**config.mk**
```make
export PLATFORM = sky130hd
export DESIGN_NAME = fifo_ctrl_32_7_flat
export DESIGN_NICKNAME = d
export VERILOG_FILES = /design/src/rtl/fifo_ctrl_32_7_pkg.sv /design/src/rtl/fifo_ctrl_32_7_if.sv /design/src/rtl/fifo_ctrl_32_7_obuf.sv /design/src/rtl/fifo_ctrl_32_7.sv /design/src/flat_wrapper.sv
export SDC_FILE = /design/constraint.sdc
export NUM_CORES = 1
export LEC_CHECK = 0
export ABC_CLOCK_PERIOD_IN_PS = 3400
export CAP_MARGIN = 20
export CORE_ASPECT_RATIO = 1.25
export CORE_MARGIN = 1.5
export CORE_UTILIZATION = 40
export DETAILED_ROUTE_END_ITERATION = 8
export HOLD_SLACK_MARGIN = 0.15
export PLACE_DENSITY = 0.64
export SLEW_MARGIN = 40
export SYNTH_ARGS = -nofsm -noshare
export SYNTH_HDL_FRONTEND = slang
export SYNTH_SLANG_ARGS = --single-unit
export TNS_END_PERCENT = 30
```
**constraint.sdc**
```tcl
create_clock -name clk -period 3.4 [get_ports clk]
set_input_delay 0.68 -clock clk [delete_from_list [all_inputs] [get_ports clk]]
set_output_delay 0.68 -clock clk [all_outputs]
set_load 0.01 [all_outputs]
```
**src/rtl/fifo_ctrl_32_7_pkg.sv**
```systemverilog
`default_nettype none
// ============================================================================
// Module   : fifo_ctrl_32_7_pkg
// Brief    : Shared types and constants for the fifo_ctrl_32_7 slice.
//            Holds the memory control struct that goes to memory_32_7.
// Revision : 1.0 - initial release
// ============================================================================
package fifo_ctrl_32_7_pkg;

  localparam int DATA_W    = 32;
  localparam int ADDR_W    = 7;
  localparam int MEM_DEPTH = 1 << ADDR_W;

  // Control bundle driven into the memory block's write and read ports.
  typedef struct packed {
    logic              wr_vld;
    logic [ADDR_W-1:0] wr_address;
    logic [ADDR_W-1:0] rd_address;
  } m_32_7;

endpackage
`default_nettype wire

```
**src/rtl/fifo_ctrl_32_7_if.sv**
```systemverilog
`default_nettype none
// ============================================================================
// Module   : fifo_ctrl_32_7_if
// Brief    : Stream and memory-port bundle of the FIFO controller.
//            slave  = the controller side, master = its environment.
// Revision : 1.0 - initial release
// ============================================================================
interface fifo_ctrl_32_7_if;
  import fifo_ctrl_32_7_pkg::*;

  // input stream
  logic              in_vld;
  logic [DATA_W-1:0] in_data;
  logic              in_rdy;
  // output stream
  logic              out_vld;
  logic [DATA_W-1:0] out_data;
  logic              out_rdy;
  // memory ports
  m_32_7             m;
  logic [DATA_W-1:0] m_wr_data;
  logic [DATA_W-1:0] m_rd_data;
  // occupancy
  logic [ADDR_W+1:0] level;

  modport slave (
    input  in_vld, in_data, out_rdy, m_rd_data,
    output in_rdy, out_vld, out_data, m, m_wr_data, level
  );

  modport master (
    output in_vld, in_data, out_rdy, m_rd_data,
    input  in_rdy, out_vld, out_data, m, m_wr_data, level
  );

endinterface
`default_nettype wire

```
**src/rtl/fifo_ctrl_32_7_obuf.sv**
```systemverilog
`default_nettype none
// ============================================================================
// Module   : fifo_obuf_32
// Brief    : Small circular output buffer that absorbs memory read returns.
//            head_data reads as zero while the buffer is empty.
// Revision : 1.0 - initial release
// ============================================================================
module fifo_obuf_32 #(
  parameter int DEPTH = 4,
  parameter int WIDTH = 32,
  localparam int CNT_W = $clog2(DEPTH + 1),
  localparam int IDX_W = (DEPTH > 1) ? $clog2(DEPTH) : 1
) (
  input  logic             clk,
  input  logic             reset,
  input  logic             push,
  input  logic [WIDTH-1:0] push_data,
  input  logic             pop,
  output logic [CNT_W-1:0] count,
  output logic [WIDTH-1:0] head_data
);

  logic [WIDTH-1:0] storage [DEPTH];
  logic [IDX_W-1:0] head;
  logic [IDX_W-1:0] tail;
  logic             pop_ok;

  // Index advance with explicit wrap so non-power-of-two depths also work.
  function automatic logic [IDX_W-1:0] next_idx(input logic [IDX_W-1:0] idx);
    return (idx == IDX_W'(DEPTH - 1)) ? '0 : idx + 1'b1;
  endfunction

  // A pop on an empty buffer is ignored rather than corrupting the count.
  assign pop_ok    = pop && (count != '0);
  assign head_data = (count != '0) ? storage[head] : '0;

  // Pointer, count and storage update; capture and pop may coincide.
  always_ff @(posedge clk) begin
    if (reset) begin
      head  <= '0;
      tail  <= '0;
      count <= '0;
      for (int i = 0; i < DEPTH; i++) begin
        storage[i] <= '0;
      end
    end else begin
      if (push) begin
        storage[tail] <= push_data;
        tail          <= next_idx(tail);
      end
      if (pop_ok) begin
        head <= next_idx(head);
      end
      case ({push, pop_ok})
        2'b10:   count <= count + 1'b1;
        2'b01:   count <= count - 1'b1;
        default: count <= count;
      endcase
    end
  end

endmodule
`default_nettype wire

```
**src/rtl/fifo_ctrl_32_7.sv**
```systemverilog
`default_nettype none
// ============================================================================
// Module   : fifo_ctrl_32_7
// Brief    : Streaming FIFO controller in front of the 128x32 memory_32_7.
//            Writes accepted words to memory, pre-fetches reads into a small
//            output buffer to hide the 2-cycle read latency.
// Revision : 1.0 - initial release
// ============================================================================
module fifo_ctrl_32_7
  import fifo_ctrl_32_7_pkg::*;
#(
  parameter int OBUF_DEPTH = 4
) (
  input  logic            clk,
  input  logic            reset,
  fifo_ctrl_32_7_if.slave bus
);

  localparam int CNT_W = $clog2(OBUF_DEPTH + 1);
  localparam int SUM_W = CNT_W + 1;
  localparam int LVL_W = ADDR_W + 2;
  localparam logic [ADDR_W:0] MEM_FULL = {1'b1, {ADDR_W{1'b0}}};

  logic [ADDR_W-1:0] wr_ptr;
  logic [ADDR_W-1:0] rd_ptr;
  logic [ADDR_W:0]   mem_count;
  logic [1:0]        inflight;        // bit0: issued last cycle, bit1: data on m_rd_data now
  logic [1:0]        inflight_count;
  logic [CNT_W-1:0]  obuf_count;
  logic [DATA_W-1:0] obuf_head;
  logic [SUM_W-1:0]  credit_used;
  logic              in_rdy;
  logic              out_vld;
  logic              push;
  logic              issue;
  logic              pop;
  logic              capture;
  m_32_7             m_out;

  // Acceptance depends only on registered occupancy, never on out_rdy.
  assign in_rdy = (mem_count != MEM_FULL);
  assign push   = bus.in_vld & in_rdy;

  // Reads are issued only while the output buffer has room for every word
  // already in flight, so a returning word always finds a free entry.
  assign inflight_count = {1'b0, inflight[0]} + {1'b0, inflight[1]};
  assign credit_used    = SUM_W'(obuf_count) + SUM_W'(inflight_count);
  assign issue          = (mem_count != '0) && (credit_used < SUM_W'(OBUF_DEPTH));
  assign capture        = inflight[1];

  assign out_vld = (obuf_count != '0);
  assign pop     = out_vld & bus.out_rdy;

  assign m_out.wr_vld     = push;
  assign m_out.wr_address = wr_ptr;
  assign m_out.rd_address = rd_ptr;

  assign bus.m         = m_out;
  assign bus.m_wr_data = bus.in_data;
  assign bus.in_rdy    = in_rdy;
  assign bus.out_vld   = out_vld;
  assign bus.out_data  = obuf_head;
  assign bus.level     = LVL_W'(mem_count) + LVL_W'(inflight_count) + LVL_W'(obuf_count);

  // Pointers, memory occupancy and the read-latency tracking shift register.
  always_ff @(posedge clk) begin
    if (reset) begin
      wr_ptr    <= '0;
      rd_ptr    <= '0;
      mem_count <= '0;
      inflight  <= '0;
    end else begin
      if (push) begin
        wr_ptr <= wr_ptr + 1'b1;
      end
      if (issue) begin
        rd_ptr <= rd_ptr + 1'b1;
      end
      case ({push, issue})
        2'b10:   mem_count <= mem_count + 1'b1;
        2'b01:   mem_count <= mem_count - 1'b1;
        default: mem_count <= mem_count;
      endcase
      inflight <= {inflight[0], issue};
    end
  end

  fifo_obuf_32 #(
    .DEPTH (OBUF_DEPTH),
    .WIDTH (DATA_W)
  ) u_obuf (
    .clk       (clk),
    .reset     (reset),
    .push      (capture),
    .push_data (bus.m_rd_data),
    .pop       (pop),
    .count     (obuf_count),
    .head_data (obuf_head)
  );

endmodule
`default_nettype wire

```
**src/flat_wrapper.sv**
```systemverilog
// flat-port wrapper written by rule: the top's interface ports become plain ports
module fifo_ctrl_32_7_flat import fifo_ctrl_32_7_pkg::*;
#(
  parameter int OBUF_DEPTH = 4
)
  (clk, reset, bus_in_vld, bus_in_data, bus_out_rdy, bus_m_rd_data, bus_in_rdy, bus_out_vld, bus_out_data, bus_m, bus_m_wr_data, bus_level);
  fifo_ctrl_32_7_if bus_i ();
  input  logic clk;
  input  logic reset;
  input wire logic [$bits(bus_i.in_vld)-1:0] bus_in_vld;
  input wire logic [$bits(bus_i.in_data)-1:0] bus_in_data;
  input wire logic [$bits(bus_i.out_rdy)-1:0] bus_out_rdy;
  input wire logic [$bits(bus_i.m_rd_data)-1:0] bus_m_rd_data;
  output wire logic [$bits(bus_i.in_rdy)-1:0] bus_in_rdy;
  output wire logic [$bits(bus_i.out_vld)-1:0] bus_out_vld;
  output wire logic [$bits(bus_i.out_data)-1:0] bus_out_data;
  output wire logic [$bits(bus_i.m)-1:0] bus_m;
  output wire logic [$bits(bus_i.m_wr_data)-1:0] bus_m_wr_data;
  output wire logic [$bits(bus_i.level)-1:0] bus_level;
  assign bus_i.in_vld = bus_in_vld;
  assign bus_i.in_data = bus_in_data;
  assign bus_i.out_rdy = bus_out_rdy;
  assign bus_i.m_rd_data = bus_m_rd_data;
  assign bus_in_rdy = bus_i.in_rdy;
  assign bus_out_vld = bus_i.out_vld;
  assign bus_out_data = bus_i.out_data;
  assign bus_m = bus_i.m;
  assign bus_m_wr_data = bus_i.m_wr_data;
  assign bus_level = bus_i.level;
  fifo_ctrl_32_7 #(.OBUF_DEPTH(OBUF_DEPTH)) u_core (.clk(clk), .reset(reset), .bus(bus_i));
endmodule
```
==> impl_metrics.env, run 1 <==
export IMPL_outcome="completed"
export IMPL_worstSetupPathDepth=9
export IMPL_skew_ns=0.00684
export IMPL_reg2reg_depth=10
export IMPL_critPathMaxFanout=2
export IMPL_area_overhead_vs_synth_pct=21.9
export IMPL_grt_setup_unrepaired="true"
export IMPL_detail_route_wirelength_mm=17.6
export IMPL_die_height_um=160
export IMPL_crit_path_start="u_core.inflight[1]"
export IMPL_critical_path_max_stage_delay_ns=0.51
export IMPL_dominantRegCellSynth="sky130_fd_sc_hd__edfxtp_1"
export IMPL_cp_data_required_time_ns=2.72
export IMPL_core_area_mm2=0.0195
export IMPL_grt_util_all_layers=0.179
export IMPL_syn_area_per_cell_um2=13.0
export IMPL_fmax_mhz=300
export IMPL_yosysTopAreaCellShare=0.485
export IMPL_powerDensity_mw_per_mm2=722
export IMPL_most_frequent_cell_after_synthesis="sky130_fd_sc_hd__and2_1"
export IMPL_design_portCount=158
export IMPL_cts_htree_levels=4
export IMPL_critical_path_reg2reg_startpoint="u_core.mem_count[4]"
export IMPL_final_setup_viol_count=0
export IMPL_seq_area_frac_synth=0.568
export IMPL_dpl_hpwl_mm=10.7
export IMPL_globalRoute_totalOverflow=0
export IMPL_maxSlewViolCount=0
export IMPL_cp_arrival_ns=2.65
export IMPL_cellLeakagePower_nw=3.72
export IMPL_synth_edff_count=128
export IMPL_clock_latency_ns=0.42
export IMPL_remaining_drc_errors=0
export IMPL_post_synth_top_area_cell="sky130_fd_sc_hd__edfxtp_1"
export IMPL_drt_pass1_iter_count=4
export IMPL_ys_warnings_count=0
export IMPL_timing_critical_path_max_delay_family="adder cells"
export IMPL_routed_via_count=4908
export IMPL_fin_total_pwr_mw=6.98
export IMPL_ant_nets=0
export IMPL_grt_pass1_vias=5217
export IMPL_finalNetCount=764
export IMPL_worst_slew_pin_transition_ns=0.673
export IMPL_port_buffers=93
export IMPL_cts_clk_slew_worst_paths_ns=0.06
export IMPL_timing_critical_path_slowest_stage_cell="sky130_fd_sc_hd__fa_1"
export IMPL_placement_rows=57
export IMPL_max_cap_viol_count=0
export IMPL_final_worst_path_period_need_ns=3.33
export IMPL_antenna_found_initial=1
export IMPL_cts_path_max_buffers=2
export IMPL_drive_gt1_frac=0.147
export IMPL_hold_worst_slack_ns=0.502
export IMPL_post_drt_wl_per_cell_um=18.5
export IMPL_clock_sinks=161
export IMPL_clock_root_buffer="sky130_fd_sc_hd__clkbuf_16"
export IMPL_synth_area_top_cells="sky130_fd_sc_hd__edfxtp_1 (48%), sky130_fd_sc_hd__and2_1 (10%), sky130_fd_sc_hd__mux4_2 (9.1%)"
export IMPL_final_core_util=0.496
export IMPL_worst_setup_path_end_kind="primary output"
export IMPL_start_util=0.407
export IMPL_worst_hold_path_type="reg -> reg"
export IMPL_most_frequent_cell_on_the_critical_path="sky130_fd_sc_hd__ha_2"
export IMPL_finalCritPeriodShare=0.979
export IMPL_postSynthCellCount=609
export IMPL_floorplan_die_width_um=129
export IMPL_ys_ff_latch=161
export IMPL_ctsHoldBuffers=0
export IMPL_crit_type="reg -> out"
export IMPL_timing_slew_headroom=0.551
export IMPL_synth_fp_nets=701
export IMPL_grt_max_degree=38
export IMPL_startpoint_type="flop"
export IMPL_cts_tree="built"
export IMPL_post_synth_top_cells="sky130_fd_sc_hd__and2_1 (131), sky130_fd_sc_hd__edfxtp_1 (128), sky130_fd_sc_hd__and3_1 (37)"
export IMPL_ir_drop_worst_case_vdd_mv=0.526
export IMPL_number_of_vias_per_cell_after_detailed_routing=5.16
export IMPL_r2r_end="u_core.mem_count[5]"
export IMPL_synth_cell_type_count=47
export IMPL_critical_path_buf_inv_count=2
export IMPL_hold_fails_final_rpt=0
export IMPL_critical_path_endpoint="bus_level[7]"
export IMPL_syn_area_mm2=0.00793
export IMPL_grt_pass1_wl_mm=27.7
export IMPL_floorplan_die_area_mm2=0.0207
export IMPL_dr_first_iter_drc_count=293
export IMPL_timing_critical_path_cells="ha_2 > fa_1 > ha_2 > inv_1 > fa_2 > nor2b_2 > o2111ai_1 > xnor2_1 > buf_2"
export IMPL_postSynth_asyncResetShare=0
export IMPL_routabilityCongestion=0.733
export IMPL_cts_buffers_inserted=17
export IMPL_r2r_setup_slack_ns=0.24
cell type report:
type                    count  area (um2)
diodes                      1        2.50
clock buffers              19         433
clock inverters            13         209
fillers                  1688        9810
inverters                  16        65.1
multi-input cells         364        3010
flip-flops and latches    161        4510
well taps                 265         332
repair buffers            112        1110
worst min path at each step:
| stage | start | end | slack [ns] | depth (start not counted) |
|---|---|---|---|---|
| floorplan | u_core.inflight[0] | u_core.inflight[1] | 0.44 | 1 |
| global placement | u_core.inflight[0] | u_core.inflight[1] | 0.46 | 1 |
| detailed placement | u_core.inflight[0] | u_core.inflight[1] | 0.48 | 1 |
| CTS | u_core.inflight[0] | u_core.inflight[1] | 0.49 | 1 |
| global route | u_core.inflight[0] | u_core.inflight[1] | 0.52 | 1 |
| finish | u_core.wr_ptr[6] | u_core.wr_ptr[6] | 0.50 | 2 |
sequential cells by signal, indices dropped and copies added, names as in the netlist, named ones only:
signal and cells:
u_core.u_obuf.storage 128, u_core.u_obuf.head 2, u_core.inflight 2, u_core.wr_ptr 7, u_core.u_obuf.tail 2, u_core.u_obuf.count 3, u_core.mem_count 8, u_core.rd_ptr 7
per-stage QoR:
stage	worst slack (ns)	instances	TNS (ns)	area (um2)
5_1_grt	-0.110	950	-0.145	9660
3_3_place_gp	0.0805	917	0	9010
4_1_cts	-0.0160	949	-0.0160	9650
6_report	0.0704	951	0	9660
2_1_floorplan	0.408	609	0	7930
3_5_place_dp	0.00444	917	0	9010
power by group:
group | internal (mW) | leakage [nW] | switching, mW
clock | 1.31 | 0.301 | 0.784
combinational | 1.20 | 1.82 | 1.20
sequential | 2.34 | 1.60 | 0.149
cell usage in the layout, fill, tap and decap left out, types with 6 or more instances in the layout:
cell type,synthesis,routed
sky130_fd_sc_hd__a21oi_1,15,14
sky130_fd_sc_hd__inv_1,15,15
sky130_fd_sc_hd__mux4_2,32,32
sky130_fd_sc_hd__dfxtp_1,33,31
sky130_fd_sc_hd__nand2_1,17,16
sky130_fd_sc_hd__buf_4,33,15
sky130_fd_sc_hd__and3_1,37,37
sky130_fd_sc_hd__xnor2_1,7,7
sky130_fd_sc_hd__ha_1,19,17
sky130_fd_sc_hd__and2_1,131,131
sky130_fd_sc_hd__nor2_1,25,25
sky130_fd_sc_hd__clkbuf_16,0,17
sky130_fd_sc_hd__clkdlybuf4s50_1,0,86
sky130_fd_sc_hd__nor3_1,7,6
sky130_fd_sc_hd__edfxtp_1,128,128
sky130_fd_sc_hd__xor2_1,12,12
metal layers:
| layer | share of wire | vias to the layer above | track usage | wire, um |
|---|---|---|---|---|
| met4 | 0.018 | 0 | 0.0761 | 315 |
| met3 | 0.048 | 29 | 0.0406 | 850 |
| met1 | 0.41 | 2465 | 0.208 | 7140 |
| li1 | - | 2277 | - | - |
| met2 | 0.53 | 137 | 0.315 | 9270 |
| met5 | 0 | - | 0 | 0 |
cell families (layout without fill, tap and decap cells):
| family | count (synthesis) | after routing | synth area share |
|---|---|---|---|
| mux | 36 | 36 | 0.0959 |
| buf+inv | 84 | 160 | 0.0566 |
| compound gates | 36 | 36 | 0.0286 |
| flops | 161 | 161 | 0.568 |
| simple gates | 249 | 249 | 0.187 |
| xor+xnor | 19 | 19 | 0.0210 |
| fa+ha+maj | 24 | 24 | 0.0426 |
| other cells | 0 | 1 | 0 |
worst register-to-register path: stages (launching register included):
cell	delay [ns]
sky130_fd_sc_hd__dfxtp_1	0.38
sky130_fd_sc_hd__or4_4	0.55
sky130_fd_sc_hd__or3_4	0.42
sky130_fd_sc_hd__nand2_8	0.12
sky130_fd_sc_hd__ha_1	0.20
sky130_fd_sc_hd__ha_1	0.26
sky130_fd_sc_hd__a211oi_1	0.50
sky130_fd_sc_hd__o21bai_1	0.18
sky130_fd_sc_hd__a21oi_1	0.22
sky130_fd_sc_hd__or4_1	0.14
sky130_fd_sc_hd__o211ai_1	0.08
repair_timing:
item                       4_1_cts  5_1_grt
pin swaps                        2        3
setup buffers                    0        1
setup endpoints to repair        7        2
gates resized for setup         15        3
Note: power is estimated with default switching activity, not from simulation.
==> run 2, diff against run 1 <==
--- a/config.mk
+++ b/config.mk
@@ -5,7 +5,7 @@
 export SDC_FILE = /design/constraint.sdc
 export NUM_CORES = 1
 export LEC_CHECK = 0
-export ABC_CLOCK_PERIOD_IN_PS = 3400
+export ABC_CLOCK_PERIOD_IN_PS = 4300
 export CAP_MARGIN = 20
 export CORE_ASPECT_RATIO = 1.25
 export CORE_MARGIN = 1.5
@@ -16,5 +16,6 @@
 export SLEW_MARGIN = 40
 export SYNTH_ARGS = -nofsm -noshare
 export SYNTH_HDL_FRONTEND = slang
+export SYNTH_HIERARCHICAL = 1
 export SYNTH_SLANG_ARGS = --single-unit
 export TNS_END_PERCENT = 30
==> constraint.sdc (replaced) <==
create_clock -name clk -period 4.3 [get_ports clk]
set_input_delay 0.86 -clock clk [delete_from_list [all_inputs] [get_ports clk]]
set_output_delay 0.86 -clock clk [all_outputs]
set_load 0.01 [all_outputs]
==> run 2 against run 1 <==
Combinational power is 52% lower; sequential share of layout area is 1.2 points higher; cell area is 2.4% lower; via count is 5.9% lower; non-clock buffer count is 11 lower; hold slack worse by 0.029 ns; critical endpoint is now bus_level[5]; largest cell class unchanged.
==> impl_metrics.env, run 2 <==
export IMPL_antenna_found_initial=0
export IMPL_routed_via_count=4618
export IMPL_post_drt_wl_per_cell_um=18.2
export IMPL_largest_register_ff_count=128
export IMPL_cts_buffers_inserted=17
export IMPL_dominantRegCellSynth="sky130_fd_sc_hd__edfxtp_1"
export IMPL_n_antenna_cell=0
export IMPL_worst_slew_pin_transition_ns=0.587
export IMPL_most_frequent_cell_after_synthesis="sky130_fd_sc_hd__and2_1"
export IMPL_post_synth_top_area_cell="sky130_fd_sc_hd__edfxtp_1"
export IMPL_ys_warnings_count=6
export IMPL_syn_area_per_cell_um2=13.5
export IMPL_maxSlewViolCount=0
export IMPL_drive_gt1_frac=0.132
export IMPL_hold_fails_final_rpt=0
export IMPL_syn_area_mm2=0.00794
export IMPL_r2r_setup_slack_ns=0.56
export IMPL_worst_setup_path_end_kind="primary output"
export IMPL_clock_root_buffer="sky130_fd_sc_hd__clkbuf_16"
export IMPL_cts_resized=0
export IMPL_place_inst=894
export IMPL_ant_nets=0
export IMPL_grt_pass1_wl_mm=26.5
export IMPL_crit_type="reg -> out"
export IMPL_top_register="u_core/u_obuf/storage"
export IMPL_design_portCount=158
export IMPL_ctsHoldBuffers=0
export IMPL_grt_pass1_vias=4965
export IMPL_num_fill_cells=1675
export IMPL_clock_sinks=161
export IMPL_finalNetCount=739
export IMPL_number_of_vias_per_cell_after_detailed_routing=4.99
export IMPL_ys_ff_latch=161
export IMPL_cellLeakagePower_nw=3.47
export IMPL_critPathMaxFanout=6
export IMPL_cts_path_max_buffers=2
export IMPL_core_area_mm2=0.0195
export IMPL_synth_edff_count=128
export IMPL_placement_rows=57
export IMPL_cts_tree="built"
export IMPL_routabilityCongestion=0.824
export IMPL_remaining_drc_errors=0
export IMPL_detail_route_wirelength_mm=16.8
export IMPL_port_buffers=93
export IMPL_timing_slew_headroom=0.609
export IMPL_start_util=0.408
export IMPL_max_cap_viol_count=0
export IMPL_reg2reg_depth=11
export IMPL_fin_total_pwr_mw=4.47
export IMPL_grt_util_all_layers=0.171
export IMPL_synth_cell_type_count=51
export IMPL_setup_tns_ns=0
export IMPL_clock_latency_ns=0.42
export IMPL_postSynth_asyncResetShare=0
export IMPL_floorplan_die_area_mm2=0.0207
export IMPL_cts_clk_slew_worst_paths_ns=0.06
export IMPL_cts_repair_timing_setup_buffer_count=0
export IMPL_synth_fp_nets=680
export IMPL_largest_regs="u_core/u_obuf/storage (128), u_core/mem_count (8)"
export IMPL_r2r_end="u_core/mem_count[7]"
export IMPL_finalCritPeriodShare=0.934
export IMPL_post_synth_top_cells="sky130_fd_sc_hd__and2_1 (130), sky130_fd_sc_hd__edfxtp_1 (128), sky130_fd_sc_hd__buf_4 (33), sky130_fd_sc_hd__dfxtp_1 (33)"
export IMPL_layout_cells_most_common="sky130_fd_sc_hd__and2_1"
export IMPL_layout_cells_non_filler=926
export IMPL_cts_htree_levels=4
export IMPL_timing_hold_worst_path_depth=1
export IMPL_ir_drop_worst_case_vdd_mv=0.304
export IMPL_area_overhead_vs_synth_pct=18.8
export IMPL_whs_endpoint="u_core/inflight[1]"
export IMPL_cp_arrival_ns=3.16
export IMPL_globalRoute_totalOverflow=0
export IMPL_dpl_hpwl_mm=10.2
export IMPL_skew_ns=0.00876
export IMPL_seq_area_frac_synth=0.568
export IMPL_cp_data_required_time_ns=3.44
export IMPL_worst_hold_path_type="reg -> reg"
export IMPL_final_worst_path_period_need_ns=4.02
export IMPL_critical_path_reg2reg_startpoint="u_core/inflight[1]"
export IMPL_floorplan_die_width_um=129
export IMPL_hold_start="u_core/inflight[0]"
export IMPL_most_common_layout_cells="sky130_fd_sc_hd__and2_1 (130), sky130_fd_sc_hd__edfxtp_1 (128), sky130_fd_sc_hd__clkdlybuf4s50_1 (92)"
export IMPL_yosysTopAreaCellShare=0.484
export IMPL_die_height_um=160
export IMPL_grt_setup_unrepaired="false"
export IMPL_postSynthCellCount=589
export IMPL_synth_area_top_cells="sky130_fd_sc_hd__edfxtp_1 (48%), sky130_fd_sc_hd__and2_1 (10%), sky130_fd_sc_hd__mux4_2 (8.5%)"
export IMPL_startpoint_type="flop"
export IMPL_powerDensity_mw_per_mm2=474
export IMPL_fmax_mhz=249
export IMPL_dr_first_iter_drc_count=231
export IMPL_drt_pass1_iter_count=4
export IMPL_grt_max_degree=40
export IMPL_final_setup_viol_count=0
export IMPL_outcome="completed"
## run 2: worst max path at each step
| stage | slack (ns) | startpoint | end |
|---|---|---|---|
| after floorplan | 0.99 | u_core/mem_count[0] | u_core/mem_count[7] |
| after global placement | 0.66 | u_core/inflight[1] | bus_level[7] |
| after detailed placement | 0.58 | u_core/inflight[1] | u_core/mem_count[7] |
| after CTS | 0.17 | u_core/inflight[1] | bus_level[7] |
| after global routing | 0.11 | u_core/inflight[1] | bus_level[5] |
| final | 0.28 | u_core/inflight[1] | bus_level[5] |
## run 2: layout make-up
| type | count | area [um2] | share of cell area |
|---|---|---|---|
| Timing Repair Buffer | 101 | 1010 | 0.107 |
| Clock buffer | 18 | 429 | 0.0455 |
| Tap cell | 265 | 332 | 0.0352 |
| Clock inverter | 14 | 106 | 0.0113 |
| Inverter | 12 | 47.5 | 0.00504 |
| Sequential cell | 161 | 4510 | 0.478 |
| Multi-Input combinational cell | 355 | 3000 | 0.318 |
## run 2: power by group
group,leakage (nW),switching (mW),internal (mW),total (mW)
logic,1.63,0.571,0.583,1.15
clock network,0.244,0.636,0.744,1.38
registers,1.60,0.105,1.83,1.94
## run 2: worst max-delay path, stage by stage, from the launching register on
cell and delay, ns:
sky130_fd_sc_hd__dfxtp_1 0.36, sky130_fd_sc_hd__ha_1 0.23, sky130_fd_sc_hd__fa_1 0.50, sky130_fd_sc_hd__ha_1 0.17
sky130_fd_sc_hd__inv_1 0.06, sky130_fd_sc_hd__fa_1 0.39, sky130_fd_sc_hd__nor2b_1 0.12, sky130_fd_sc_hd__o21ai_0 0.15
sky130_fd_sc_hd__xnor2_1 0.19, sky130_fd_sc_hd__clkdlybuf4s50_1 0.56
## run 2: metal layers
metal	wire length, um	share of wire	vias up	GRT usage
met5	0	0	-	0
met4	288	0.017	0	0.0506
met3	859	0.051	22	0.0476
met2	8800	0.52	130	0.303
met1	6880	0.41	2289	0.199
li1	-	-	2177	-
## run 2: logic make-up (layout without fill, tap and decap cells)
family | after synthesis | in the layout | synth area share
AND/OR/NAND/NOR | 241 | 241 | 0.182
flip-flops | 161 | 161 | 0.568
buffers and inverters | 73 | 145 | 0.0591
multiplexers | 40 | 40 | 0.102
AO/OA/AOI/OAI | 28 | 28 | 0.0225
adder cells (fa/ha/maj) | 23 | 23 | 0.0410
XOR/XNOR | 23 | 23 | 0.0254
## run 2: through the flow
step | util | worst slack (ns) | hold slack, ns | instance area [um2]
floorplan | - | 0.989 | 0.445 | 7940
global placement | 0.456 | 0.664 | 0.464 | 8880
detailed placement | 0.457 | 0.583 | 0.465 | 8890
CTS | 0.484 | 0.168 | 0.476 | 9420
global route | 0.484 | 0.109 | 0.498 | 9430
finish | 0.484 | 0.284 | 0.472 | 9430
